===== config.mk =====
export PLATFORM = sky130hd
export DESIGN_NAME = mem_port_arbiter
export DESIGN_NICKNAME = d
export VERILOG_FILES = /design/src/rtl/mem_port_arbiter.sv
export SDC_FILE = /design/constraint.sdc
export NUM_CORES = 1
export LEC_CHECK = 0
export ABC_CLOCK_PERIOD_IN_PS = 3300
export CORE_ASPECT_RATIO = 0.75
export CORE_MARGIN = 3
export CORE_UTILIZATION = 35
export CTS_CLUSTER_SIZE = 28
export DETAILED_ROUTE_END_ITERATION = 7
export GPL_TIMING_DRIVEN = 0
export HOLD_SLACK_MARGIN = 0.15
export PLACE_DENSITY_LB_ADDON = 0.12
export SYNTH_ARGS = -nofsm -noshare
export SYNTH_HDL_FRONTEND = slang
export SYNTH_SLANG_ARGS = --single-unit

===== constraint.sdc =====
create_clock -name clk -period 3.3 [get_ports clk]
set_clock_uncertainty 0.2 [all_clocks]
set_input_delay 0.99 -clock clk [delete_from_list [all_inputs] [get_ports clk]]
set_output_delay 0.99 -clock clk [all_outputs]
set_load 0.02 [all_outputs]

===== src/rtl/mem_port_arbiter.sv =====
// Arbitrates a single-port fixed-latency memory between instruction fetch and data access.
// Optional build macro ARB_PERF_CNT_EN adds per-requester stall-cycle counters.
module mem_port_arbiter #(
  parameter int unsigned ADDR_W     = 32,
  parameter int unsigned DATA_W     = 32,
  parameter int unsigned MEM_LAT    = 2,
  parameter int unsigned STARVE_MAX = 4
) (
  input  logic              clk,
  input  logic              rst,
  input  logic              if_req,
  input  logic [ADDR_W-1:0] if_addr,
  output logic              if_gnt,
  output logic              if_rvalid,
  output logic [DATA_W-1:0] if_rdata,
  input  logic              dm_req,
  input  logic              dm_we,
  input  logic [ADDR_W-1:0] dm_addr,
  input  logic [DATA_W-1:0] dm_wdata,
  output logic              dm_gnt,
  output logic              dm_rvalid,
  output logic [DATA_W-1:0] dm_rdata,
  output logic              mem_en,
  output logic              mem_we,
  output logic [ADDR_W-1:0] mem_addr,
  output logic [DATA_W-1:0] mem_wdata,
  input  logic [DATA_W-1:0] mem_rdata,
  output logic              stall_if,
  output logic              stall_mem
`ifdef ARB_PERF_CNT_EN
  ,
  output logic [31:0]       perf_if_stall,
  output logic [31:0]       perf_dm_stall
`endif
);

  localparam int unsigned LAT_W = 4;
  localparam int unsigned STV_W = $clog2(STARVE_MAX + 1);

  typedef enum logic [1:0] {
    IDLE    = 2'd0,
    BUSY_IF = 2'd1,
    BUSY_DM = 2'd2
  } state_t;

  state_t             state;
  logic [LAT_W-1:0]   lat_cnt;
  logic [STV_W-1:0]   starve_cnt;
  logic               op_we;
  logic               done_c;
  logic               free_c;
  logic               starved_c;
  logic               grant_if_c;
  logic               grant_dm_c;

  // Response cycle doubles as an arbitration cycle, so accesses run back to back.
  assign done_c    = (state != IDLE) && (lat_cnt == '0);
  assign free_c    = (state == IDLE) || done_c;
  assign starved_c = (starve_cnt == STV_W'(STARVE_MAX));

  assign if_rvalid = (state == BUSY_IF) && (lat_cnt == '0);
  assign dm_rvalid = (state == BUSY_DM) && (lat_cnt == '0);
  assign stall_if  = if_req & ~if_rvalid;
  assign stall_mem = dm_req & ~dm_rvalid;

  // Data port wins ties unless fetch has lost STARVE_MAX times in a row.
  always_comb begin
    grant_if_c = 1'b0;
    grant_dm_c = 1'b0;
    if (free_c) begin
      if (if_req && dm_req) begin
        if (starved_c) grant_if_c = 1'b1;
        else           grant_dm_c = 1'b1;
      end else if (if_req) begin
        grant_if_c = 1'b1;
      end else if (dm_req) begin
        grant_dm_c = 1'b1;
      end
    end
  end

  assign if_gnt    = grant_if_c;
  assign dm_gnt    = grant_dm_c;
  assign mem_en    = grant_if_c | grant_dm_c;
  assign mem_we    = grant_dm_c & dm_we;
  assign mem_addr  = grant_dm_c ? dm_addr  : (grant_if_c ? if_addr : '0);
  assign mem_wdata = grant_dm_c ? dm_wdata : '0;

  // Access tracking, response capture and starvation bookkeeping.
  always_ff @(posedge clk or posedge rst) begin
    if (rst) begin
      state      <= IDLE;
      lat_cnt    <= '0;
      starve_cnt <= '0;
      op_we      <= 1'b0;
      if_rdata   <= '0;
      dm_rdata   <= '0;
    end else begin
      if (if_rvalid) if_rdata <= mem_rdata;
      if (dm_rvalid && !op_we) dm_rdata <= mem_rdata;

      if (grant_if_c) begin
        state      <= BUSY_IF;
        lat_cnt    <= LAT_W'(MEM_LAT - 1);
        op_we      <= 1'b0;
        starve_cnt <= '0;
      end else if (grant_dm_c) begin
        state   <= BUSY_DM;
        lat_cnt <= LAT_W'(MEM_LAT - 1);
        op_we   <= dm_we;
        if (if_req && !starved_c) starve_cnt <= starve_cnt + STV_W'(1);
      end else if (done_c) begin
        state <= IDLE;
      end else if (state != IDLE) begin
        lat_cnt <= lat_cnt - LAT_W'(1);
      end
    end
  end

`ifdef ARB_PERF_CNT_EN
  // Free-running stall-cycle counters; wrap naturally.
  always_ff @(posedge clk or posedge rst) begin
    if (rst) begin
      perf_if_stall <= '0;
      perf_dm_stall <= '0;
    end else begin
      if (stall_if)  perf_if_stall <= perf_if_stall + 32'd1;
      if (stall_mem) perf_dm_stall <= perf_dm_stall + 32'd1;
    end
  end
`endif

endmodule


==> results of run 1 <==
through the flow:
| stage | power [uW] | setup slack, ns | util | cell area (um^2) | hold WS (ns) |
|---|---|---|---|---|---|
| after floorplan | 3490 | 0.0783 | - | 3910 | 0.316 |
| after global placement | 5090 | -1.29 | 0.647 | 6760 | 0.269 |
| after detailed placement | 5200 | -1.38 | 0.650 | 6790 | 0.277 |
| after CTS | 6410 | -0.0347 | 0.692 | 7230 | 0.289 |
| after global routing | 6840 | -0.0361 | 0.698 | 7290 | 0.311 |
| final | 6450 | 0.0262 | 0.698 | 7290 | 0.283 |
where the power goes:
part           internal (uW)  switching (uW)  total [uW]  leakage (uW)
clock                    544             342         886      0.000132
sequential              1370             285        1650      0.000882
combinational           1980            1930        3910       0.00227
what timing repair did:
| item | CTS | global route |
|---|---|---|
| cloned | 5 | 0 |
| setup buffers | 20 | 7 |
| resized for setup | 384 | 25 |
| hold buffers | 0 | 0 |
| setup endpoints to repair | 72 | 63 |
| pin swaps | 3 | 2 |
area by class of cell:
type | count | area (um^2) | share of cell area
Sequential cell | 74 | 1850 | 0.254
Multi-Input combinational cell | 241 | 1970 | 0.270
Inverter | 7 | 28.8 | 0.00395
Tap cell | 136 | 170 | 0.0233
Clock inverter | 2 | 12.5 | 0.00172
Buffer | 30 | 297 | 0.0407
Timing Repair Buffer | 297 | 2700 | 0.370
Clock buffer | 13 | 260 | 0.0357
critical path: stages, from the launching register on:
cell and delay, ns:
dfrtp_1 0.40, inv_2 0.09, ha_4 0.13, or3b_4 0.40, o21ai_4 0.19, buf_8 0.17
buf_6 0.09, and3_4 0.17, buf_6 0.11
kinds of logic (layout without fill, tap and decap cells):
kind of cell,Yosys count,in the layout,share of synthesized area
adder cells (fa/ha/maj),4,4,0.0132
flip-flops,74,74,0.487
XOR/XNOR,1,1,0.00231
AND/OR/NAND/NOR,122,122,0.183
multiplexers,66,66,0.195
buffers and inverters,41,349,0.0468
AO/OA/AOI/OAI,48,48,0.0728
layer usage:
layer  wire length [um]  up-vias  share of wire  global-route usage
li1                   -     1897              -                   -
met1               5420     1942           0.38               0.251
met2               7280      153           0.52               0.417
met3               1100       22          0.078              0.0804
met4                289        0          0.021              0.0714
met5                  0        -              0                   0
cell usage after synthesis, drive strengths merged, types with 3 or more instances:
cell type,instances
dfrtp,74
inv,7
nand3,68
a21oi,33
ha,4
mux2,64
o21ai,6
clkbuf,30
nor2,3
and3,34
nor3,3
and2,3
buf,4
path summary, 6_finish.rpt:
path | endpoint | slack [ns] | startpoint | cells past startpoint
worst max-delay path | mem_we | 0.03 | lat_cnt[1] | 8
worst min register to register | dm_rdata[27] | 0.28 | dm_rdata[27] | 1
max in group asynchronous | if_rdata[0] | 1.57 | rst | 3
worst min-delay path | dm_rdata[27] | 0.28 | dm_rdata[27] | 1
min in group asynchronous | state[1] | 0.78 | rst | 2
worst max register to register | dm_rdata[7] | 0.62 | lat_cnt[1] | 8
sequential cells by signal (all words and copies together), names as in the netlist:
signal and flops:
dm_rdata 32, if_rdata 32, lat_cnt 4, op_we 1, starve_cnt 3, state 2
==> out/results.ini, run 1 <==
[final_layout]
diodes=0
final_cell_mix=clkdlybuf4s50_1 (194), dfrtp_1 (73), nand3_1 (67), mux2_2 (59), buf_2 (43)
fillers=789
drive_gt1_frac=0.372
final_common_cell=clkdlybuf4s50_1
nNetsFinal=797
final_cells=800
area_growth_pct=91.9

[yosys]
synthFlopType=dfrtp_1
netlist_top_cells_area=dfrtp_1 (49%), mux2_2 (17%), nand3_1 (9.0%)
synthArstFlopShare=1.00
syn_area_per_cell_um2=10.7
yosysTopAreaCellShare=0.487
synth_cell_types=34
syn_inst=356
syn_nets=493
synth_area_leader_cell=dfrtp_1
ys_seq_area_frac=0.487
yosysWarningCount=0
synth_edf_count=0
synth_seq_cells=74
synth_area_um2=3800

[floorplanning]
ioPinCount=269
dieArea_um2=12200
core_um2=10500
die_h_um=96.2
die_w_um=126
start_util=0.364
rows=32

[run]
drv_cap=0

[route]
num_vias=4014
first_pass_iters=4
drc=0
ant_nets=0
drt-total-wl_um=14100
drt_iter0_drc=95
routed_via_density=5.02
routedWlPerCell_um=17.6

[global_route]
grt_pass1_wl_um=21800
gr-usage-all-layers=0.228
antenna_found_initial=0
grt_pass1_vias=4171
overflow=0
grt_max_degree=56

[sta]
rsz0062_at_grt=yes
setup_tns_ns=0
hold_viol=0
period_share=0.992
setup_viol=0
final_max_slew_viol_count=0
fin_crit_ns=3.27
fmax_mhz=305
slew_headroom=0.589
worst_slew_pin_slew_ns=0.616

[critical_path]
crit_required_ns=2.11
start_kind=flop
crit_path_end_kind=output pin
cp.arrival_ns=2.08
crit_path_max_fanout=8
path_class=reg -> out

[clocking]
cts_tree=yes
cts_root_buf=clkbuf_16
htreeDepth=3
clkTransAtPathRegs_ns=0.05
clockBufferDepth=2
cts_made_buffers=9
clock_latency_ns=0.33
cts.sinks=74

[placement]
dpl.hpwl_um=10400
place.port_buffers=268
place_congestion=0.864
place_inst=761

[worst_hold_path]
hold_path.class=reg -> reg

[status]
status=complete, no violations

[power]
power_density_nw_per_um2=885
vdd_ir_drop_max_v=0.000484
p_leak_uw=0.00329

Power figures use the tool's default switching activity.
==> run 2: changes to the inputs <==
--- a/config.mk
+++ b/config.mk
@@ -6,11 +6,11 @@
 export NUM_CORES = 1
 export LEC_CHECK = 0
 export ABC_CLOCK_PERIOD_IN_PS = 3300
-export CORE_ASPECT_RATIO = 0.75
 export CORE_MARGIN = 3
 export CORE_UTILIZATION = 35
 export CTS_CLUSTER_SIZE = 28
 export DETAILED_ROUTE_END_ITERATION = 7
+export DONT_BUFFER_PORTS = 1
 export GPL_TIMING_DRIVEN = 0
 export HOLD_SLACK_MARGIN = 0.15
 export PLACE_DENSITY_LB_ADDON = 0.12
==> run 2 against run 1 <==
Against the previous run:
- design area decreased by 32%
- critical path type unchanged
- die area decreased by 0.11%
- largest power group is now sequential cells
- sequential cell count unchanged
==> out/results.ini, run 2 (synthesis results as in run 1) <==
[critical_path]
regToRegSetupSlack_ns=0.70  ; was 0.62 ns
crit_path_end_kind=output pin  ; unchanged
r2r-end=dm_rdata[5]  ; was dm_rdata[7]
crit_path_max_fanout=8  ; unchanged
path_class=reg -> out  ; unchanged
reg2reg_depth=8  ; unchanged
start_kind=flop  ; unchanged
slowest_stage=dfrtp_1  ; unchanged
max_stage_delay_ns=0.40  ; about the same
cp_cell_sequence=inv_2, ha_4, or3b_1, buf_6, o21ai_4, buf_8, and3_4  ; was inv_2, ha_4, or3b_4, o21ai_4, buf_8, buf_6, and3_4, buf_6
crit_required_ns=2.11  ; about the same
r2r_start=lat_cnt[1]  ; unchanged
cp.arrival_ns=2.06  ; was 2.08 ns

[placement]
dp_slack_ns=-0.253  ; was -1.38 ns
dpl.hpwl_um=8210  ; was 10400 um
place.port_buffers=0  ; was 268
place_congestion=0.724  ; was 0.864
place_inst=493  ; was 761
dpl_cell_area_um2=4100  ; was 6790 um^2

[global_route]
grt_pass1_vias=3050  ; was 4171
grt_pass1_wl_um=16000  ; was 21800 um
antenna_found_initial=0  ; unchanged
gr-usage-all-layers=0.170  ; was 0.228
grt_max_degree=39  ; was 56
overflow=0  ; unchanged

[sta]
setup_tns_ns=0  ; unchanged
fmax_mhz=308  ; was 305 MHz
worst_slew_pin_slew_ns=0.624  ; was 0.616 ns
worst_slack_ns=0.0536  ; was 0.0262 ns
final_max_slew_viol_count=0  ; unchanged
hold_viol=0  ; unchanged
rsz0062_at_grt=yes  ; unchanged
setup_viol=0  ; unchanged
period_share=0.984  ; was 0.992
fin_crit_ns=3.25  ; was 3.27 ns
slew_headroom=0.584  ; was 0.589

[final_layout]
final_cell_mix=dfrtp_1 (74), nand3_1 (67), mux2_2 (59), and3_4 (34), a21oi_4 (21)  ; was clkdlybuf4s50_1 (194), dfrtp_1 (73), nand3_1 (67), mux2_2 (59), buf_2 (43)
design_area_um2=4930  ; was 7290 um^2
largestRegisters=dm_rdata x32, if_rdata x32, lat_cnt x4  ; unchanged
final_cells=520  ; was 800
final_common_cell=dfrtp_1  ; was clkdlybuf4s50_1
drive_gt1_frac=0.510  ; was 0.372
diodes=0  ; unchanged
area_growth_pct=29.8  ; was 91.9%
nNetsFinal=516  ; was 797

[floorplanning]
start_util=0.363  ; was 0.364
rows=37  ; was 32
ioPinCount=269  ; unchanged
dieArea_um2=12100  ; was 12200 um^2
die_w_um=110  ; was 126 um
die_h_um=110  ; was 96.2 um
core_um2=10500  ; about the same

[clocking]
htreeDepth=3  ; unchanged
cts_root_buf=clkbuf_8  ; was clkbuf_16
cts.sinks=74  ; unchanged
cts_made_buffers=9  ; unchanged
cts_tree=yes  ; unchanged
clock_latency_ns=0.35  ; was 0.33 ns
clockBufferDepth=2  ; unchanged
clkTransAtPathRegs_ns=0.10  ; was 0.05 ns
hold_buffers=0  ; unchanged

[power]
vdd_ir_drop_max_v=0.000390  ; was 0.000484 V
power_density_nw_per_um2=1070  ; was 885 nW/um^2
p_leak_uw=0.00198  ; was 0.00329 uW

[status]
status=complete, no violations  ; unchanged

[run]
drv_cap=0  ; unchanged

[route]
ant_nets=0  ; unchanged
drt_iter0_drc=143  ; was 95
routed_via_density=5.75  ; was 5.02
routedWlPerCell_um=21.4  ; was 17.6 um
num_vias=2992  ; was 4014
drc=0  ; unchanged
first_pass_iters=4  ; unchanged
drt-total-wl_um=11100  ; was 14100 um

[worst_hold_path]
hold_path.class=in -> async  ; was reg -> reg

==> run 2: cell types whose count changed in the layout (fill, tap and decap cells not counted), sizes merged <==
cell           delta
buf              -77
bufinv            +2
clkbuf            -7
clkdlybuf4s15     -1
clkdlybuf4s50   -194
clkinvlp          -1
dlygate4sd2       -5
inv               +3
==> run 2: area by class of cell <==
type	count	area (um^2)
fillers	954	5530
multi-input cells	241	2270
flip-flops and latches	74	1850
plain buffers	30	221
well taps	136	170
repair buffers	16	159
clock buffers	10	138
clock inverters	6	95.1
inverters	7	28.8
==> run 2: through the flow <==
stage / hold slack [ns] / total power [uW] / utilization
after floorplan: 0.316 / 3490 / -
after global placement: 0.335 / 3820 / 0.390
after detailed placement: 0.347 / 3860 / 0.392
after CTS: 0.327 / 5160 / 0.462
after global routing: 0.342 / 5570 / 0.471
final: 0.327 / 5260 / 0.471
==> run 2: what timing repair did <==
item / in CTS / in global routing
cloned: 4 / 0
buffers inserted: 5 / 7
pin swaps: 1 / 27
endpoints found under the setup margin: 70 / 66
gates resized for setup: 136 / 25
==> run 2: critical path, delay by kind of cell, from the launching register on <==
| kind | cells | cell delay, ns |
|---|---|---|
| buf+inv | 3 | 0.42 |
| fa+ha+maj | 1 | 0.13 |
| flops | 1 | 0.40 |
| compound gates | 1 | 0.18 |
| simple gates | 2 | 0.57 |
==> run 2: worst max path at each step <==
| stage | to | slack (ns) | from | cells after the start |
|---|---|---|---|---|
| floorplan | mem_addr[10] | 0.08 | dm_req | 5 |
| global placement | dm_rdata[2] | -0.63 | rst | 1 |
| detailed placement | mem_wdata[25] | -0.25 | if_req | 5 |
| CTS | dm_gnt | -0.04 | lat_cnt[1] | 8 |
| global route | if_gnt | -0.04 | lat_cnt[1] | 7 |
| finish | if_gnt | 0.05 | lat_cnt[1] | 7 |
==> run 2: where the power goes <==
part | internal [uW] | switching, uW | total [uW] | leakage, uW
registers | 1360 | 857 | 2220 | 0.000883
logic | 1020 | 1190 | 2210 | 0.000982
clock network | 456 | 369 | 825 | 0.000118
==> run 2: per-layer routing <==
layer	part of all wire	routed length (um)	vias to the layer above	global-route usage
met5	0	0	-	0
met3	0.096	1070	14	0.0507
met2	0.51	5650	162	0.297
met4	0.015	164	0	0.0501
met1	0.38	4250	1473	0.202
li1	-	-	1343	-
